===== src/rtl/dap_shift_pkg.sv =====
// dap_shift_pkg: shared types, widths and length decode for the DAP bit shifter
package dap_shift_pkg;
  localparam int DATA_W = 32;
  localparam int LEN_W  = 5;
  localparam int CNT_W  = 6;
  typedef enum logic [1:0] {IDLE, ARM, SHIFT, RESP} state_e;
  function automatic logic [CNT_W-1:0] len_decode(input logic [LEN_W-1:0] l);
    return (l == '0) ? CNT_W'(DATA_W) : CNT_W'(l);
  endfunction
endpackage


===== src/rtl/dap_shift_align.sv =====
// dap_shift_align: right-justifies a MSB-entered capture word to its bit count
module dap_shift_align #(
  parameter int W = 32
) (
  input  logic [W-1:0] rx,
  input  logic [5:0]   len,
  output logic [W-1:0] data
);
  logic [5:0] sh;
  assign sh   = 6'(W) - len;
  assign data = rx >> sh;
endmodule


===== src/rtl/dap_bit_shifter.sv =====
// dap_bit_shifter: serial engine driving one DAP pin per set pulse and capturing per sample pulse
module dap_bit_shifter #(
  parameter int DATA_W = 32,
  parameter int LEN_W  = 5
) (
  input  logic              clk,
  input  logic              resetn,
  input  logic              set_pulse,
  input  logic              sample_pulse,
  input  logic              abort,
  input  logic              cmd_valid,
  output logic              cmd_ready,
  input  logic [LEN_W-1:0]  cmd_len,
  input  logic              cmd_dir,
  input  logic [DATA_W-1:0] cmd_data,
  output logic              rsp_valid,
  input  logic              rsp_ready,
  output logic [DATA_W-1:0] rsp_data,
  output logic              io_out,
  output logic              io_oe,
  input  logic              io_in,
  output logic              clk_gate,
  output logic              busy
);
  import dap_shift_pkg::*;
  localparam int IW = $clog2(DATA_W);
  state_e state_q, state_d;
  logic [CNT_W-1:0] len_q, len_d, nset_q, nset_d, nsamp_q, nsamp_d, samp_inc;
  logic dir_q, dir_d, io_out_q, io_out_d, io_oe_q, io_oe_d, gate_q, gate_d;
  logic [DATA_W-1:0] tx_q, tx_d, rx_q, rx_d, rsp_q, rsp_d, rx_shift, aligned;
  assign rx_shift = DATA_W'({io_in, rx_q} >> 1);
  assign samp_inc = nsamp_q + 1'b1;
  dap_shift_align #(.W(DATA_W)) u_align (.rx(rx_shift), .len(len_q), .data(aligned));
  always_comb begin
    state_d  = state_q;
    len_d    = len_q;
    dir_d    = dir_q;
    tx_d     = tx_q;
    rx_d     = rx_q;
    nset_d   = nset_q;
    nsamp_d  = nsamp_q;
    rsp_d    = rsp_q;
    io_out_d = io_out_q;
    io_oe_d  = io_oe_q;
    gate_d   = gate_q;
    if (abort) begin
      state_d = IDLE;
      io_oe_d = 1'b0;
      gate_d  = 1'b0;
    end else begin
      case (state_q)
        IDLE: if (cmd_valid) begin
          len_d   = len_decode(cmd_len);
          dir_d   = cmd_dir;
          tx_d    = cmd_data;
          rx_d    = '0;
          nset_d  = '0;
          nsamp_d = '0;
          state_d = ARM;
        end
        ARM: if (set_pulse) begin
          io_out_d = tx_q[0];
          io_oe_d  = dir_q;
          gate_d   = 1'b1;
          nset_d   = CNT_W'(1);
          state_d  = SHIFT;
        end
        SHIFT: begin
          if (set_pulse && nset_q < len_q) begin
            io_out_d = tx_q[nset_q[IW-1:0]];
            nset_d   = nset_q + 1'b1;
          end
          if (sample_pulse) begin
            rx_d    = rx_shift;
            nsamp_d = samp_inc;
            if (samp_inc == len_q) begin
              rsp_d   = aligned;
              gate_d  = 1'b0;
              io_oe_d = 1'b0;
              state_d = RESP;
            end
          end
        end
        RESP: if (rsp_ready) state_d = IDLE;
      endcase
    end
  end
  always_ff @(posedge clk or negedge resetn) begin
    if (!resetn) begin
      state_q  <= IDLE;
      len_q    <= '0;
      dir_q    <= 1'b0;
      tx_q     <= '0;
      rx_q     <= '0;
      nset_q   <= '0;
      nsamp_q  <= '0;
      rsp_q    <= '0;
      io_out_q <= 1'b0;
      io_oe_q  <= 1'b0;
      gate_q   <= 1'b0;
    end else begin
      state_q  <= state_d;
      len_q    <= len_d;
      dir_q    <= dir_d;
      tx_q     <= tx_d;
      rx_q     <= rx_d;
      nset_q   <= nset_d;
      nsamp_q  <= nsamp_d;
      rsp_q    <= rsp_d;
      io_out_q <= io_out_d;
      io_oe_q  <= io_oe_d;
      gate_q   <= gate_d;
    end
  end
  // abort blocks the handshake so a cancelled cycle never looks accepted
  assign cmd_ready = (state_q == IDLE) && !abort;
  assign rsp_valid = state_q == RESP;
  assign busy      = state_q != IDLE;
  assign rsp_data  = rsp_q;
  assign io_out    = io_out_q;
  assign io_oe     = io_oe_q;
  assign clk_gate  = gate_q;
endmodule


===== config.mk =====
export PLATFORM = sky130hd
export DESIGN_NAME = dap_bit_shifter
export DESIGN_NICKNAME = d
export VERILOG_FILES = /design/src/rtl/dap_shift_pkg.sv /design/src/rtl/dap_shift_align.sv /design/src/rtl/dap_bit_shifter.sv
export SDC_FILE = /design/constraint.sdc
export NUM_CORES = 1
export LEC_CHECK = 0
export ABC_AREA = 1
export BUFFER_PORTS_ARGS = -buffer_cell sky130_fd_sc_hd__buf_2
export CORE_UTILIZATION = 55
export CTS_BUF_LIST = sky130_fd_sc_hd__clkbuf_8
export DETAILED_ROUTE_END_ITERATION = 8
export PLACE_DENSITY = 0.77
export SLEW_MARGIN = 20
export SYNTH_ARGS = -nofsm -noshare
export SYNTH_HDL_FRONTEND = slang
export SYNTH_SLANG_ARGS = --single-unit

===== constraint.sdc =====
create_clock -name clk -period 2.1 [get_ports clk]
set_input_delay 0 -clock clk [delete_from_list [all_inputs] [get_ports clk]]
set_output_delay 0 -clock clk [all_outputs]
set_load 0.01 [all_outputs]

Word level (Yosys, flattened, before mapping)
Index checks and enable logic that the tools add are counted.
{"block": "word_totals", "reg_bits": 120, "inputBits": 46, "output_inout_bits": 38}
{"block": "classes", "addsub": 3, "n_lt_le_gt_ge": 2, "eq_ne": 13, "n_shift": 1, "n_mux": 30, "bitwise_logic": 1, "reduce_logical": 17}
{"op": "32-bit two-way mux", "n": 2}
{"op": "32-bit one-hot mux with 2 select lines", "n": 1}
{"op": "32-bit by 6-bit right shift with 32-bit output", "n": 1}
{"op": "6-bit two-way mux", "n": 5}
{"op": "6-bit one-hot mux with 3 select lines", "n": 1}
{"op": "4-bit AND reduction", "n": 4}
{"op": "6-bit by 1-bit adder with 6-bit output, second input constant", "n": 2}
{"op": "2-bit two-way mux", "n": 6}
{"op": "3-bit != test, second input constant", "n": 4}
{"op": "6-bit one-hot mux with 2 select lines", "n": 1}
{"op": "5-bit AND reduction", "n": 2}
{"op": "1-bit two-way mux", "n": 9}
{"op": "2-bit != test, second input constant", "n": 4}
{"op": "2-bit one-hot mux with 4 select lines", "n": 1}
{"op": "6-bit equality test", "n": 1}
{"op": "5-bit by 6-bit < comparator with 1-bit output, second input constant", "n": 1}
{"op": "6-bit < comparator", "n": 1}
{"op": "1-bit one-hot mux with 2 select lines", "n": 3}
{"op": "2-bit nonzero test", "n": 3}
{"op": "3-bit nonzero test", "n": 2}
{"op": "6-bit subtractor, first input constant", "n": 1}
{"op": "1-bit binary-select mux with 5-bit select", "n": 1}
{"op": "5-bit zero test", "n": 1}
{"op": "2-bit equality test, second input constant", "n": 2}
{"op": "7 further kinds", "n": 8}

Logic depth before layout (Yosys ltp)
{"block": "depth", "ltp_word": 6, "ltp_mapped": 14, "depth_no_buf": 14}

Modules after synthesis
Synthesis repeated with hierarchy kept, for this count alone.
{"block": "unflattened", "hier_cells": 1030, "area_unflattened_um2": 7549.7}
{"mod": "dap_bit_shifter", "instances": 1, "cells_each": 654, "area_each_um2": 5761.8, "seq_area_each_um2": 2977.9}
{"mod": "dap_shift_align", "instances": 1, "cells_each": 376, "area_each_um2": 1788.0, "seq_area_each_um2": 0.0}

Worst setup path before layout
Ideal clock, no wire load.
{"block": "synth_timing", "path_kind": "register to register", "startpoint": "register len_q[0]", "endpoint": "register rsp_q[13] (netlist: rsp_data[13])", "arrival_time_ps": 2052, "slack_ps": -28, "stages_incl_launch_ff": 13, "n_path_buf": 3, "period_less_slack_ps": 2128, "cell_sequence": "dfrtp_1 -> buf_2 -> inv_2 -> buf_2 -> ha_1 -> xnor2_2 -> clkbuf_1 -> nand3_1 -> nand2_1 -> nand2_1 -> nand3_1 -> nand2_1 -> o21ai_1"}
{"block": "synth_via", "elab_chain_cells": 2}
{"item": "start: declaration", "line_no": "dap_bit_shifter.sv:28", "rtl": "logic [CNT_W-1:0] len_q, len_d, nset_q, nset_d, nsamp_q, nsamp_d, samp_inc;"}
{"item": "start signal: assignment", "line_no": "dap_bit_shifter.sv:103", "rtl": "len_q <= len_d;"}
{"item": "6-bit subtractor or 6-bit equality test (tied branches)", "line_no": "dap_shift_align.sv:10, dap_bit_shifter.sv:76"}
{"item": "32-bit by 6-bit right shift with 32-bit output or 4-bit AND reduction (tied branches)"}
{"item": "end signal: assignment", "line_no": "dap_bit_shifter.sv:109", "rtl": "rsp_q <= rsp_d;"}
{"item": "end: declaration", "line_no": "dap_bit_shifter.sv:30", "rtl": "logic [DATA_W-1:0] tx_q, tx_d, rx_q, rx_d, rsp_q, rsp_d, rx_shift, aligned;"}
Parallel ways exist; a longest one is shown, timed or not.
A chain may end at the register's enable or synchronous reset.

Worst setup path after layout
{"block": "layout_timing", "startpoint": "register len_q[0]", "endpoint": "register rsp_q[0] (netlist: rsp_data[0])"}
Same word-level chain as after synthesis.

==> metrics.yaml <==
timing:
  period_share: 0.930
  setup_viol: 0
  rsz0062_at_grt: "false"
  fin_setup_tns_ns: 0
  worst_clock_skew_ns: 0.00983
  relSlewSlack: 0.602
  worst_slew_pin_slew_ns: 0.595
  hold_ws_ns: 0.0274
  hold_violations: 0
  max_freq_mhz: 512
  slew_viol_final: 0
  period_minus_slack_ns: 1.95
critical_path:
  cp.arrival_ns: 2.28
  cp_top_family: "simple AND/OR/NAND/NOR gates"
  crit_chain: "inv_2 > buf_4 > nand3_1 > nand2_1 > buf_4 > nand3_1 > nand2_1 > nand2_1 > nand2_1 > o21ai_1"
  required_ns: 2.43
  cpPeakStageDelay_ns: 0.39
  r2r_start: "len_q[0]"
  critical_path.most_common_cell: "nand2_1"
  cp_max_fo: 35
  startpoint_type: "register"
  crit_buf_inv: 3
  critPathKind: "register to register"
  cp_slowest_cell: "dfrtp_1"
  crit_start: "len_q[0]"
  endpoint_kind: "register"
route:
  drc: 0
  dr.pass1.iters: 5
  ant_nets: 0
  viasPerCell: 5.38
  drt_iter0_drc: 446
  vias: 7209
  routedWlPerCell_um: 13.7
  wl_um: 18400
global_routing:
  grt_max_degree: 74
  grt_pass1_vias: 6636
  antenna_found_initial: 0
  grt-ovfl-total: 0
  grt_use_total: 0.293
  grt_pass1_wl_um: 30700
final_layout:
  mostFrequentLayoutCell: "nand2_1"
  multi_input_area_mm2: 0.00371
  final_cells: 1340
  antenna_cells: 0
  layout_common_cells: "nand2_1, nand3_1, dfrtp_1"
  final_nets: 1213
  drive_above_1_share: 0.141
  utilization: 0.684
  area_growth_syn_to_layout_pct: 21.1
  seqCellArea_mm2: 0.00298
  n_fill_cell: 1078
clock_tree:
  path_clk_slew_ns: 0.07
  clock-sinks: 119
  cts_tree: "done"
  clock_latency_ns: 0.45
  clockBufferDepth: 2
  postCtsSetupBuffers: 0
  cts_max_level: 4
  cts-buffers-inserted: 17
  clock-root-buffer: "clkbuf_8"
placement:
  dp_cells: 1265
  gp_congestion: 0.961
  hpwl_um: 12600
  io_buffers: 83
logic_synthesis:
  ys_seq_area_frac: 0.418
  synth-edff-count: 0
  synth_seq_cells: 119
  synth-simple-area-share: 0.426
  synthAdderAreaFrac: 0.0211
  syn_nets: 1097
  avgSynthCellArea_um2: 6.86
  synth_compound_gate_area_share: 0.0598
  synth_top_family_by_area: "simple AND/OR/NAND/NOR gates"
  yosys.area.top_type: "dfrtp_1"
  synth_mux_area_frac: 0
  synthXorXnorAreaFrac: 0.0133
  ys.warnings.count: 0
  yosysUniqueCellTypes: 39
  async_reset_ff_frac: 1.00
  synthCells: 1039
  synthTopCellsByArea: "dfrtp_1, nand2_1, nand3_1"
  synth_area_mm2: 0.00713
  yosys.area.top_type_share: 0.418
  synthFlopType: "dfrtp_1"
floorplan:
  num_rows: 41
  die_x_um: 116
  chipHeight_um: 116
  io_pins: 84
  fp.coreArea_mm2: 0.0126
  start_util: 0.565
  die-area_mm2: 0.0134
power:
  power_density_mw_per_mm2: 1480
  leakagePower_nw: 4.51
  vdd.ir_drop.worst_mv: 1.08
  fin_total_pwr_w: 0.0128
hold_path:
  timing.hold.worst.class: "input pin to register"
  hp-start: "set_pulse"
run:
  cap_violations: 0
outcome:
  status: "complete, no violations"
==> worst paths after layout <==
check                              end  slack, ns  depth (start not counted)
setup / recovery           rsp_data[0]       0.15                         10
max in group asynchronous  rsp_data[9]       1.01                          3
hold reg to reg               clk_gate       0.47                          2
min in group asynchronous     rx_q[20]       0.14                          3
setup reg to reg           rsp_data[0]       0.15                         10
hold / removal                  io_out       0.03                          6
==> routing by layer <==
metal  track usage  vias to the layer above  share of wire
met3        0.0492                       41          0.047
met2         0.508                      230           0.49
li1              -                     3628              -
met1         0.357                     3310           0.43
met4         0.136                        0          0.031
met5             0                        -              0
==> cells in the mapped netlist (2+ instances only) <==
master,count
buf_2,20
inv_1,35
or2_2,2
nand2_1,471
dfrtp_1,119
clkbuf_1,31
nand4_1,8
nor2_1,19
buf_4,4
buf_6,2
nand3_1,212
o21ai_0,22
a21oi_1,12
xor2_1,3
inv_2,6
o21ai_1,35
buf_1,2
ha_1,12
o22ai_1,4
==> cell families (layout without fill, tap and decap cells) <==
| kind of cell | after synthesis | after routing |
|---|---|---|
| AOI/OAI and AO/OA | 80 | 80 |
| xor gates and xnor gates | 7 | 7 |
| adders and majority gates | 12 | 12 |
| buffers and inverters | 102 | 231 |
| DFF | 119 | 119 |
| and+or+nand+nor | 719 | 719 |
==> repair_timing <==
action / 4_1_cts / 5_1_grt
endpoints found under the setup margin: 0 / 61
hold endpoints to repair: 162 / 0
resized for setup: 0 / 6
hold buffers: 43 / 0
==> where the power goes <==
group	internal, W	switching [W]	leakage (nW)
registers	0.00278	0.000318	1.60
clock network	0.00109	0.000991	0.180
logic	0.00257	0.00500	2.73
==> final cells by class <==
| cell class | count | share of cell area |
|---|---|---|
| multi-input cells | 818 | 0.430 |
| clock inverters | 14 | 0.0177 |
| inverters | 43 | 0.0194 |
| well taps | 172 | 0.0249 |
| clock buffers | 18 | 0.0287 |
| repair buffers | 156 | 0.134 |
| flip-flops and latches | 119 | 0.345 |
==> sequential cells by signal (all words and copies together), names as in the netlist, 2 cells and up <==
register,flops
rsp_data,32
tx_q,32
rx_q,31
len_q,6
nsamp_q,6
nset_q,6
state_q,2
==> worst min-delay path: stages <==
cell     delay, ns
buf_2         0.10
nand3_1       0.07
nand2_1       0.07
nand2_1       0.09
nand2_1       0.07
nand2_1       0.04
==> through the flow <==
stage               setup slack (ns)  area, µm²
floorplan                     0.0133       7130
global placement               0.169       7790
detailed placement             0.101       7790
CTS                           0.0648       8620
global route                 0.00653       8630
finish                         0.146       8630
Note: power is estimated with default switching activity, not from simulation.
